--- src/rtl/branch_ctrl_pkg.sv ---
// Shared types and defaults for the branch redirect controller.
// Optional statistics counter is enabled with BRANCH_CTRL_STATS_EN.
package branch_ctrl_pkg;

    localparam int BC_ADDR_W       = 32;
    localparam int BC_DRAIN_CYCLES = 2;
    localparam int BC_CNT_W        = 4;

    typedef enum logic [1:0] {
        IDLE     = 2'd0,
        REDIRECT = 2'd1,
        DRAIN    = 2'd2
    } bc_state_t;

endpackage

--- src/rtl/branch_drain_cnt.sv ---
// Loadable down-counter that times the post-redirect bubble window.
// Flags report zero and the final (count==1) cycle.
module branch_drain_cnt
    import branch_ctrl_pkg::*;
#(
    parameter int W = BC_CNT_W
) (
    input  logic         clk,
    input  logic         rst,
    input  logic         load,
    input  logic [W-1:0] load_val,
    input  logic         dec,
    output logic         zero,
    output logic         last
);

    logic [W-1:0] cnt_q;

    always_ff @(posedge clk) begin
        if (rst) begin
            cnt_q <= '0;
        end else if (load) begin
            cnt_q <= load_val;
        end else if (dec && (cnt_q != '0)) begin
            cnt_q <= cnt_q - 1'b1;
        end
    end

    assign zero = (cnt_q == '0);
    assign last = (cnt_q == W'(1));

endmodule

--- src/rtl/branch_ctrl.sv ---
// Branch redirect controller: captures taken branches, hands the target to fetch.
// BRANCH_CTRL_STATS_EN adds a 32-bit accepted-branch counter output.
module branch_ctrl
    import branch_ctrl_pkg::*;
#(
    parameter int ADDR         = BC_ADDR_W,
    parameter int DRAIN_CYCLES = BC_DRAIN_CYCLES
) (
    input  logic            clk,
    input  logic            rst,
    input  logic            branch_i,
    input  logic [ADDR-1:0] branch_addr_i,
    input  logic            stall_i,
    input  logic            fetch_ready_i,
    output logic            redirect_v_o,
    output logic [ADDR-1:0] redirect_addr_o,
    output logic            flush_if_o,
    output logic            flush_id_o,
    output logic            flush_ex_o,
    output logic            busy_o
`ifdef BRANCH_CTRL_STATS_EN
    ,
    output logic [31:0]     taken_cnt_o
`endif
);

    localparam logic [BC_CNT_W-1:0] DRAIN_LD =
        BC_CNT_W'(DRAIN_CYCLES);

    bc_state_t state_q;
    bc_state_t state_d;
    logic      accept;
    logic      cnt_load;
    logic      cnt_dec;
    logic      cnt_zero;
    logic      cnt_last;
    logic      flush_q;

    assign accept = (state_q == IDLE) && branch_i && !stall_i;

    always_comb begin
        state_d  = state_q;
        cnt_load = 1'b0;
        cnt_dec  = 1'b0;
        unique case (state_q)
            IDLE: begin
                if (accept) state_d = REDIRECT;
            end
            REDIRECT: begin
                if (fetch_ready_i) begin
                    if (DRAIN_CYCLES == 0) begin
                        state_d = IDLE;
                    end else begin
                        state_d  = DRAIN;
                        cnt_load = 1'b1;
                    end
                end
            end
            DRAIN: begin
                cnt_dec = 1'b1;
                // zero is a safety exit; normal exit is on the last count
                if (cnt_last || cnt_zero) state_d = IDLE;
            end
            default: state_d = IDLE;
        endcase
    end

    branch_drain_cnt #(
        .W (BC_CNT_W)
    ) u_drain_cnt (
        .clk      (clk),
        .rst      (rst),
        .load     (cnt_load),
        .load_val (DRAIN_LD),
        .dec      (cnt_dec),
        .zero     (cnt_zero),
        .last     (cnt_last)
    );

    // Outputs are registered from the next state, not decoded from state_q
    always_ff @(posedge clk) begin
        if (rst) begin
            state_q         <= IDLE;
            redirect_v_o    <= 1'b0;
            redirect_addr_o <= '0;
            flush_q         <= 1'b0;
            busy_o          <= 1'b0;
        end else begin
            state_q      <= state_d;
            redirect_v_o <= (state_d == REDIRECT);
            flush_q      <= (state_d != IDLE);
            busy_o       <= (state_d != IDLE);
            if (accept) redirect_addr_o <= branch_addr_i;
        end
    end

    assign flush_if_o = flush_q;
    assign flush_id_o = flush_q;
    assign flush_ex_o = flush_q;

`ifdef BRANCH_CTRL_STATS_EN
    always_ff @(posedge clk) begin
        if (rst) begin
            taken_cnt_o <= '0;
        end else if (accept) begin
            taken_cnt_o <= taken_cnt_o + 32'd1;
        end
    end
`endif

endmodule

--- config.mk ---
export PLATFORM = sky130hd
export DESIGN_NAME = branch_ctrl
export DESIGN_NICKNAME = d
export VERILOG_FILES = /design/src/rtl/branch_ctrl_pkg.sv /design/src/rtl/branch_drain_cnt.sv /design/src/rtl/branch_ctrl.sv
export SDC_FILE = /design/constraint.sdc
export NUM_CORES = 1
export LEC_CHECK = 0
export CAP_MARGIN = 20
export CORE_UTILIZATION = 36
export DETAILED_ROUTE_END_ITERATION = 6
export HOLD_SLACK_MARGIN = 0.06
export PLACE_DENSITY = 0.74
export SETUP_SLACK_MARGIN = 0.2
export SYNTH_ARGS = -nofsm -noshare
export SYNTH_HDL_FRONTEND = slang
export SYNTH_HIERARCHICAL = 1
export SYNTH_SLANG_ARGS = --single-unit
--- constraint.sdc ---
create_clock -name clk -period 1.53 [get_ports clk]
set_input_delay 0.306 -clock clk [delete_from_list [all_inputs] [get_ports clk]]
set_output_delay 0.306 -clock clk [all_outputs]
set_load 0.01 [all_outputs]
== Yosys cells after proc, flatten, opt, wreduce, memory -nomap -nowiden ==
Cells that the tools add are included.
Word-level totals
  logic and storage cells: 31
  register bits after elaboration: 40
Operators by class
  add/sub/neg operators: 1
  mux-type cells: 9
  equal/unequal tests: 4
  reduce and logical (&&, ||, !) cells: 11
Operators with widths (count)
  2-bit two-way mux: 5
  2-bit one-hot mux with 3 select lines: 1
  2-bit by 1-bit == test with 1-bit output, second input constant: 2
  4-bit by 1-bit == test with 1-bit output, second input constant: 1
  4-bit logical NOT: 1
  2-bit nonzero test: 2
  4-bit nonzero test: 1
  4-bit by 1-bit subtractor with 4-bit output, second input constant: 1
  1-bit logical AND: 3
  1-bit two-way mux: 3
  2-bit == test, second input constant: 1
  2-bit logical NOT: 1
  2-bit OR reduction: 1
  1-bit logical NOT: 1
  1-bit logical OR: 1

== Depth between registers and ports, before layout ==
Gate-level depths: netlist of the first run.
  depth in word-level cells: 6
  gate-level depth with buffers: 7
  gate-level depth less buffers: 7

== Cells and area by module ==
Netlist of the first run, hierarchy kept.
By module, submodules not included
  branch_ctrl: times used 1, sequential area each 720.7 um^2, cells each 160, area an instance 1310.0 um^2
  branch_drain_cnt: times used 1, sequential area each 80.1 um^2, cells each 31, area an instance 282.8 um^2

== Worst setup path before layout of the first run ==
Ideal clock, no wire load.
  path kind: register to register
  from: register u_drain_cnt.cnt_q[1]
  to: register u_drain_cnt.cnt_q[1]
  library setup time: 0.061 ns
  stages on the path, launching flop included: 6
  clock period less this slack: 1.559 ns
  arrival: 1.498 ns
  data required time: 1.469 ns
  path slack: -0.029 ns
  path buffers: 0
  path through: dfxtp_1 inv_1 ha_1 or3b_4 a2111oi_4 a311o_1
On the way
  word-level cells in the longest chain between the ends: 3
Ends and longest elaborated chain
  start: declaration: line branch_drain_cnt.sv:17  | logic [W-1:0] cnt_q;
  start signal: assignment: line branch_drain_cnt.sv:23  | cnt_q <= load_val;
  start signal: assignment: line branch_drain_cnt.sv:25  | cnt_q <= cnt_q - 1'b1;
  4-bit by 1-bit subtractor with 4-bit output / 4-bit nonzero test (equally long branches): line branch_drain_cnt.sv:25, branch_drain_cnt.sv:24
  2-bit two-way mux / 1-bit logical AND (equally long branches): line branch_drain_cnt.sv:24  | end else if (dec && (cnt_q != '0)) begin
  2-bit two-way mux / 2-bit nonzero test (equally long branches)
Parallel ways exist; a longest one is shown, timed or not. The select of a mux whose other input is x is not followed.
A chain may end at the register's enable or synchronous reset.

== Final worst setup path of the first run ==
  from: register u_drain_cnt.cnt_q[0]
  to: register u_drain_cnt.cnt_q[1]
The elaborated chain is that of the path after synthesis.

==> reports/results.txt, run 1 <==
DRC Markers = 0
Sum Neg Setup Slack = 0 ns
Post-route ant nets = 0
MaxCap Viol Count = 0
Via density per instance = 4.90
Fillcell total = 293
Number of global-route vias before repair = 1516
Die area = 0.00469 mm^2
Tot GR Track Use = 19.2%
Period utilisation layout = 95.7%
WHS Path Cells = 2
Synth Instances = 191
Insertion delay to the later sink of the worst-skew pair = 0.29 ns
CTS tree = built
Final min period = 1.46 ns
Initial Util = 38.7%
Max clock buf depth = 2
Fmax = 0.683 GHz
Die Span X = 68.5 um
Layout Nets = 323
Crit path DAT = 1.70 ns
Gr ovfl total = 0
CP Cell Sequence = inv_2 -> ha_4 -> or3b_4 -> a2111oi_4 -> a311o_1
Root buf cell = clkbuf_8
Final Power = 2.88 mW
Final Skew = 0.00602 ns
PnR worst setup slack = 0.0658 ns
Number of diodes = 0
Num CTS Buffers = 5
Final setup vio count = 0
Iteration-0 DRC count of the detailed router = 57
Via count = 1640
Core area = 0.00412 mm^2
Critical Path Max Stage Delay = 0.42 ns
Initial antenna violation count = 0
Syn_area_per_cell = 8.34 um^2
Flops & latches, synth = 40
Maximum vdd drop = 0.000826 V
Htree depth = 2
I/O Buffers = 73
Layout cell share with drive strength beyond 1 = 40.4%
Total power per unit cell area = 921 mW/mm^2
Largest net degree at the start of global routing = 25
Crit start category = flop
CP max FO = 5
Post-Synthesis Cell Area = 0.00159 mm^2
# clock sinks = 40
WS Path Type = reg -> reg
Fin. max-slew vios = 0
Critical path required time = 1.76 ns
R2r worst-path depth = 5
Layout area overhead = 96.6%
FP Rows = 23
DP HPWL = 2720 um
I/O Pins = 74
Worst hold path type = reg -> reg
Sequential element share of the synthesized area = 50.3%
CP endpoint kind = flop
Core Util, Final = 76.1%
Final Hold Viols = 0
Synth warnings = 6
CTS clk-pin slew, worst paths = 0.08 ns
GP Congestion = 0.752
Status = complete, no violations
Drt first pass iters = 4
Leak = 1.35 nW
Final wirelength = 4740 um
Slowest cell on crit path = or3b_4
Post-place setup slack = -0.282 ns
First-pass GRT wire length = 6730 um
RSZ-0062 raised after global routing = true
Synth unique cells = 29
WL per Instance = 14.1 um
DIE HEIGHT = 68.5 um
==> final cells by class <==
cell class,count,area [um^2],share of cell area [%]
multi-input cells,135,1110,35.4
repair buffers,98,977,31.2
flip-flops and latches,40,808,25.8
clock inverters,3,90.1,2.88
clock buffers,5,68.8,2.20
well taps,50,62.6,2.00
inverters,4,17.5,0.559
==> power by group <==
part / internal, mW / leakage (nW) / switching, mW
Clock: 0.816 / 0.0784 / 0.379
Sequential: 1.09 / 0.329 / 0.0497
Combinational: 0.300 / 0.941 / 0.246
Total: 2.21 / 1.35 / 0.675
==> worst max-delay path: cells and delay by family (launching register included) <==
kind / cells / cell delay [ns]
adders and majority gates: 1 / 0.13
and+or+nand+nor: 1 / 0.42
buffers and inverters: 1 / 0.07
AOI/OAI and AO/OA: 2 / 0.45
DFF: 1 / 0.33
==> per-layer routing <==
layer / vias to the layer above / routed length [um] / part of all wire (%) / track usage, %
li1: 811 / - / - / -
met5: - / 0 / 0 / 0
met2: 55 / 2380 / 50 / 33.9
met3: 4 / 263 / 5.6 / 5.43
met1: 770 / 2070 / 44 / 23.0
met4: 0 / 27 / 0.57 / 3.91
==> layout by cell type (no fill, tap or decap), drive strengths merged <==
master,Yosys,final
nor4b,2,2
a211oi,3,3
and3b,1,1
a2111oi,1,1
o21bai,1,1
a311o,1,1
nand2,67,67
nand3,1,1
clkdlybuf4s50,0,34
ha,2,2
a21o,1,1
nor3,1,1
or3b,2,2
clkbuf,4,7
mux2i,1,1
inv,4,4
bufinv,0,3
conb,2,4
dlygate4sd2,0,39
nor3b,1,1
or4b,1,1
nor2,7,7
a311oi,2,2
a21oi,33,33
nor2b,1,1
nand2b,1,1
buf,10,23
dfxtp,40,40
nand4b,1,1
==> worst paths after layout <==
kind	to	start	slack, ns
min	redirect_addr_o[9]	redirect_addr_o[9]	0.47
min reg2reg	redirect_addr_o[9]	redirect_addr_o[9]	0.47
max reg2reg	u_drain_cnt/cnt_q[1]	u_drain_cnt/cnt_q[0]	0.07
max	u_drain_cnt/cnt_q[1]	u_drain_cnt/cnt_q[0]	0.07
==> state kept, by name, indices dropped and copies added, names as in the netlist <==
name	flops
u_drain_cnt/cnt_q	4
redirect_v_o	1
state_q	2
flush_ex_o	1
redirect_addr_o	32
==> cells by family (layout without fill, tap and decap cells) <==
logic type               Yosys count  count (layout)  synth area share [%]
AO/OA/AOI/OAI                     42              42                  16.2
adder cells (fa/ha/maj)            2               2                  1.57
buffers and inverters             18             110                  6.68
flip-flops                        40              40                  50.3
multiplexers                       1               1                 0.628
other                              2               4                 0.472
AND/OR/NAND/NOR                   86              86                  24.2
==> synthesized netlist by cell type <==
library cell / instances / area [um^2]
or3b_1: 1 / 8.76
nor4b_2: 2 / 30.0
dfxtp_1: 40 / 801
nor2_1: 7 / 26.3
a211oi_1: 3 / 22.5
or3b_4: 1 / 11.3
o21bai_1: 1 / 7.51
nand2_1: 67 / 251
mux2i_1: 1 / 10.0
clkbuf_1: 4 / 15.0
nor2b_1: 1 / 6.26
conb_1: 2 / 7.51
nand2b_1: 1 / 6.26
or4b_1: 1 / 10.0
buf_4: 3 / 22.5
and3b_1: 1 / 8.76
nand4b_1: 1 / 8.76
nand3_1: 1 / 5.00
buf_2: 4 / 20.0
a2111oi_4: 1 / 27.5
nor3_1: 1 / 5.00
a311o_1: 1 / 10.0
buf_6: 3 / 33.8
inv_1: 4 / 15.0
a311oi_1: 2 / 17.5
a21oi_1: 33 / 165
ha_1: 2 / 25.0
a21o_1: 1 / 7.51
nor3b_1: 1 / 7.51
==> repair_timing <==
action,4_1_cts,5_1_grt
hold buffers,0,0
pin swaps,23,51
gates resized for setup,62,88
cloned,2,2
setup endpoints to repair,74,39
buffers inserted,7,2
==> stage by stage <==
step | hold slack (ns) | cell area (um^2) | cells
6_report | 0.472 | 3130 | 335
3_3_place_gp | 0.441 | 2450 | 314
3_5_place_dp | 0.446 | 2450 | 314
4_1_cts | 0.455 | 2730 | 331
5_1_grt | 0.483 | 3130 | 335
2_1_floorplan | 0.378 | 1620 | 193
Note: power is estimated with default switching activity, not from simulation.
==> run 2: changes to the inputs <==
Settings changed: CELL_PAD_IN_SITES_DETAIL_PLACEMENT set to 1, CELL_PAD_IN_SITES_GLOBAL_PLACEMENT set to 2, CORE_UTILIZATION 36 to 20, PLACE_DENSITY 0.74 to unset, PLACE_DENSITY_LB_ADDON set to 0.1.
==> run 2 against run 1 <==
  * Clock power down 44%
  * Largest cell class unchanged
  * Hold slack worse by 0.15 ns
  * Critical path type unchanged
  * Critical path depth down 1
  * Power down 19%
  * Routed wire length up 15%
==> reports/results.txt, run 2 (synthesis results as in run 1) <==
R2R Setup Slk = 0.06 ns
CP endpoint kind = flop
DRC Markers = 0
Largest registers = redirect_addr_o x32, u_drain_cnt/cnt_q x4, state_q x2
Fin cells = 389
Final Power = 2.33 mW
Final Hold Viols = 0
Final Skew = 0.00703 ns
Crit path DAT = 1.65 ns
Final setup vio count = 0
Via density per instance = 4.19
R2r worst-path depth = 4
Tot GR Track Use = 12.2%
DIE HEIGHT = 91.2 um
Placed Instances = 366
Final wirelength = 5440 um
First-pass GRT wire length = 7750 um
Biggest register = redirect_addr_o
I/O Buffers = 73
R2r startpoint = state_q[0]
Number of diodes = 0
Critical path required time = 1.70 ns
Htree depth = 2
Largest net degree at the start of global routing = 33
Max clock buf depth = 2
DP HPWL = 3210 um
WHS Path Cells = 2
Root buf cell = clkbuf_8
Most frequent cells in the layout = 39 x nand2_1, 39 x dlygate4sd2_1, 36 x dfxtp_1, 33 x clkdlybuf4s50_1, 23 x nand2_4
WL per Instance = 14.0 um
MaxCap Viol Count = 0
# clock sinks = 40
Leak = 1.29 nW
CP endpoint = redirect_addr_o[9]
End of the worst register-to-register path = redirect_addr_o[9]
Fillcell total = 884
I/O Pins = 74
Num CTS Buffers = 5
Via count = 1628
Fmax = 0.678 GHz
Fin. max-slew vios = 0
Layout area overhead = 89.9%
Insertion delay to the later sink of the worst-skew pair = 0.29 ns
Post-route ant nets = 0
Gr ovfl total = 0
Iteration-0 DRC count of the detailed router = 28
Drt first pass iters = 4
Layout Nets = 326
Worst hold path type = in -> reg
CTS tree = built
RSZ-0062 raised after global routing = true
Max reg flops = 32
Status = complete, no violations
Core area = 0.00773 mm^2
Period utilisation layout = 96.3%
CP startpoint = state_q[0]
GP Congestion = 0.667
FP Rows = 32
Final min period = 1.47 ns
Die area = 0.00832 mm^2
Total power per unit cell area = 770 mW/mm^2
CTS clk-pin slew, worst paths = 0.08 ns
Hold buffer count at cts = 0
Core Util, Final = 39.1%
Layout cell share with drive strength beyond 1 = 35.2%
CP max FO = 8
Initial antenna violation count = 0
Crit start category = flop
Number of global-route vias before repair = 1535
Initial Util = 20.6%
Maximum vdd drop = 0.000308 V
WS Path Type = reg -> reg
Die Span X = 91.2 um
## run 2: cell count changes in the layout (fill, tap and decap cells not counted), moves of 2 or more
| cell | change |
|---|---|
| nand2_4 | -8 |
| a21oi_1 | +12 |
| nand2_1 | +4 |
| a21oi_2 | -12 |
| buf_6 | -2 |
| buf_4 | +5 |
| nand2_2 | +4 |
| bufinv_16 | -3 |
## run 2: cell type report
cell class	count	area, um^2	share of cell area, %
clock inverter	1	5.00	0.165
multi-input combinational	135	1000	33.2
inverter	4	17.5	0.579
tap	102	128	4.22
sequential	40	811	26.8
timing repair buffer	101	987	32.6
clock buffer	6	72.6	2.40
## run 2: what timing repair did
action | 4_1_cts | 5_1_grt
gates resized for setup | 65 | 59
gates cloned | 2 | 2
pin swaps | 26 | 34
setup buffers | 6 | 6
endpoints found under the setup margin | 76 | 38
## run 2: how the worst min path moves through the flow
stage                              startpoint              endpoint  slack (ns)
after floorplan                           rst  u_drain_cnt/cnt_q[0]        0.38
after global placement    redirect_addr_o[26]   redirect_addr_o[26]        0.44
after detailed placement   redirect_addr_o[4]    redirect_addr_o[4]        0.45
after CTS                                 rst            state_q[1]        0.31
after global routing                      rst            state_q[1]        0.34
final                                     rst            state_q[1]        0.32
## run 2: through the flow
| stage | area, um^2 | setup WS (ns) | setup TNS, ns | hold WS [ns] |
|---|---|---|---|---|
| 6_report | 3020 | 0.0560 | 0 | 0.324 |
| 5_1_grt | 3020 | 0.0210 | 0 | 0.342 |
| 4_1_cts | 2710 | 0.0691 | 0 | 0.314 |
| 3_5_place_dp | 2510 | -0.247 | -7.37 | 0.449 |
| 3_3_place_gp | 2510 | -0.244 | -7.03 | 0.442 |
| 2_1_floorplan | 1620 | 0.117 | 0 | 0.378 |
## run 2: power breakdown
group | switching [mW] | internal [mW] | total [mW]
registers | 0.0456 | 1.09 | 1.14
clock network | 0.356 | 0.310 | 0.666
logic | 0.236 | 0.289 | 0.525
total | 0.637 | 1.69 | 2.33
## run 2: routing by layer
metal	GRT usage [%]	vias to the layer above	routed length, um	share of wire (%)
li1	-	818	-	-
met1	16.0	756	2610	48
met2	19.0	48	2510	46
met3	3.94	6	262	4.8
met4	3.57	0	60	1.1
met5	0	-	0	0
## run 2: critical path: stages (launching register included)
cell	delay (ns)
dfxtp_4	0.36
or4b_4	0.64
clkbuf_16	0.22
nand2_1	0.07
a21oi_1	0.06
==> run 3: changes to the inputs <==
Settings changed: CORE_ASPECT_RATIO set to 0.7.
==> run 3 against run 2 <==
  * Non-clock buffer count shrank 3
  * Die area about the same
  * Cell area up 4.3%
  * Worst setup slack worse by 0.022 ns
  * First-iteration DRC count up 7.1%
  * Sequential power is essentially flat
  * Flip-flop and latch count unchanged
  * Critical path depth did not move
  * Count of clock-buffer cells in the layout grew 1
  * Hold slack improved by 0.091 ns
  * Via count increased by 1.5%
  * Clock skew is 0.0050 ns lower
  * Critical endpoint is now redirect_addr_o[8]
  * Largest power group is now clock
==> reports/results.txt, run 3 (synthesis results as in run 1) <==
Iteration-0 DRC count of the detailed router = 30
CP max FO = 8
DIE HEIGHT = 76.7 um
Number of global-route vias before repair = 1577
GP Congestion = 0.660
WL per Instance = 15.0 um
CP Cell Sequence = or4b_4 -> clkbuf_16 -> nand2_1 -> a21oi_1
FP Rows = 26
Die Span X = 109 um
Via density per instance = 4.31
First-pass GRT wire length = 8290 um
Initial Util = 21.2%
Period utilisation layout = 97.8%
Critical Path Max Stage Delay = 0.65 ns
End of the worst register-to-register path = redirect_addr_o[8]
Final Skew = 0.00201 ns
Commonest non-fill, non-tap cell in the layout = dlygate4sd2_1
Total power per unit cell area = 934 mW/mm^2
# clock sinks = 40
Drt first pass iters = 4
Tot GR Track Use = 13.1%
Layout area overhead = 98.1%
Final min period = 1.50 ns
MaxCap Viol Count = 0
Gr ovfl total = 0
Post-route ant nets = 0
DP HPWL = 3290 um
Core area = 0.00751 mm^2
Final setup vio count = 0
Final Hold Viols = 0
Hold_ws = 0.415 ns
Maximum vdd drop = 0.000536 V
Largest net degree at the start of global routing = 27
Max reg flops = 32
R2r worst-path depth = 4
Crit start category = flop
Leak = 1.35 nW
Number of diodes = 0
Worst Hold Endpoint = state_q[1]
I/O Pins = 74
WHS Path Cells = 2
Worst hold path type = in -> reg
Final wirelength = 5740 um
Fin. max-slew vios = 0
Sum Neg Setup Slack = 0 ns
Biggest register = redirect_addr_o
Layout Nets = 323
Max clock buf depth = 2
Slowest cell on crit path = or4b_4
R2R Setup Slk = 0.03 ns
Root buf cell = clkbuf_16
CP endpoint kind = flop
Crit path DAT = 1.66 ns
Hold buffer count at cts = 0
Num CTS Buffers = 5
Hold Path Origin = rst
Status = complete, no violations
Critical path required time = 1.69 ns
RSZ-0062 raised after global routing = true
Initial antenna violation count = 0
R2r startpoint = state_q[0]
Via count = 1652
Fmax = 0.669 GHz
DRC Markers = 0
I/O Buffers = 73
CTS clk-pin slew, worst paths = 0.06 ns
CTS tree = built
Die area = 0.00833 mm^2
Layout cell share with drive strength beyond 1 = 38.6%
Insertion delay to the later sink of the worst-skew pair = 0.28 ns
Most frequent cells in the layout = 39 x dlygate4sd2_1, 36 x dfxtp_1, 35 x nand2_1, 33 x clkdlybuf4s50_1, 28 x nand2_4
Largest registers = redirect_addr_o x32, u_drain_cnt/cnt_q x4, state_q x2
WS Path Type = reg -> reg
Htree depth = 2
==> run 3: changes by cell type in the layout (fill, tap and decap cells not counted), moves of 2 or more <==
cell       delta
nand2_4       +5
buf_6         +2
a21oi_2       +6
clkbuf_16     +5
buf_4         -5
a21oi_1       -6
nand2_1       -4
clkbuf_8      -3
==> run 3: cell type report <==
type	instances	area [um^2]
Multi-Input combinational cell	135	1050
Inverter	4	17.5
Fill cell	856	4360
Sequential cell	40	808
Clock inverter	1	30.0
Clock buffer	7	153
Timing Repair Buffer	98	972
Tap cell	98	123
==> run 3: worst max-delay path by stage <==
stage | endpoint | slack, ns | from | cells past startpoint
2_1_floorplan | u_drain_cnt/cnt_q[1] | 0.12 | u_drain_cnt/cnt_q[1] | 5
3_3_place_gp | flush_ex_o | -0.25 | branch_i | 5
3_5_place_dp | flush_ex_o | -0.27 | branch_i | 5
4_1_cts | u_drain_cnt/cnt_q[1] | 0.08 | u_drain_cnt/cnt_q[1] | 5
5_1_grt | redirect_addr_o[20] | -0.002 | state_q[0] | 4
6_report | redirect_addr_o[8] | 0.03 | state_q[0] | 4
==> run 3: worst max-delay path, delay by kind of cell (launching register included) <==
kind,cells,cell delay [ns]
AND/OR/NAND/NOR,2,0.73
flip-flops,1,0.35
buffers and inverters,1,0.23
AO/OA/AOI/OAI,1,0.06
==> run 3: through the flow <==
step / power, mW / std cells / util [%] / setup slack (ns) / instance area [um^2]
floorplan: 1.33 / 193 / - / 0.117 / 1620
global placement: 1.58 / 364 / 33.5 / -0.252 / 2520
detailed placement: 1.58 / 364 / 33.5 / -0.266 / 2520
CTS: 2.88 / 378 / 36.9 / 0.0794 / 2770
global route: 3.10 / 383 / 42.0 / -0.00170 / 3160
finish: 2.95 / 383 / 42.0 / 0.0344 / 3160
==> run 3: what timing repair did <==
item,in CTS,in global routing
gates cloned,2,3
endpoints found under the setup margin,76,38
setup buffers,4,2
gates resized for setup,55,83
pin swaps,13,49
==> run 3: where the power goes <==
part	leakage (nW)	switching (mW)	internal [mW]
sequential	0.329	0.0485	1.09
clock	0.0901	0.406	0.859
combinational	0.929	0.248	0.292
==> run 3: per-layer routing <==
layer / vias up / share of wire, % / track usage [%]
met4: 0 / 0.28 / 2.84
met1: 798 / 46 / 16.9
met5: - / 0 / 0
met3: 2 / 6.2 / 5.02
met2: 40 / 47 / 20.4
li1: 812 / - / -
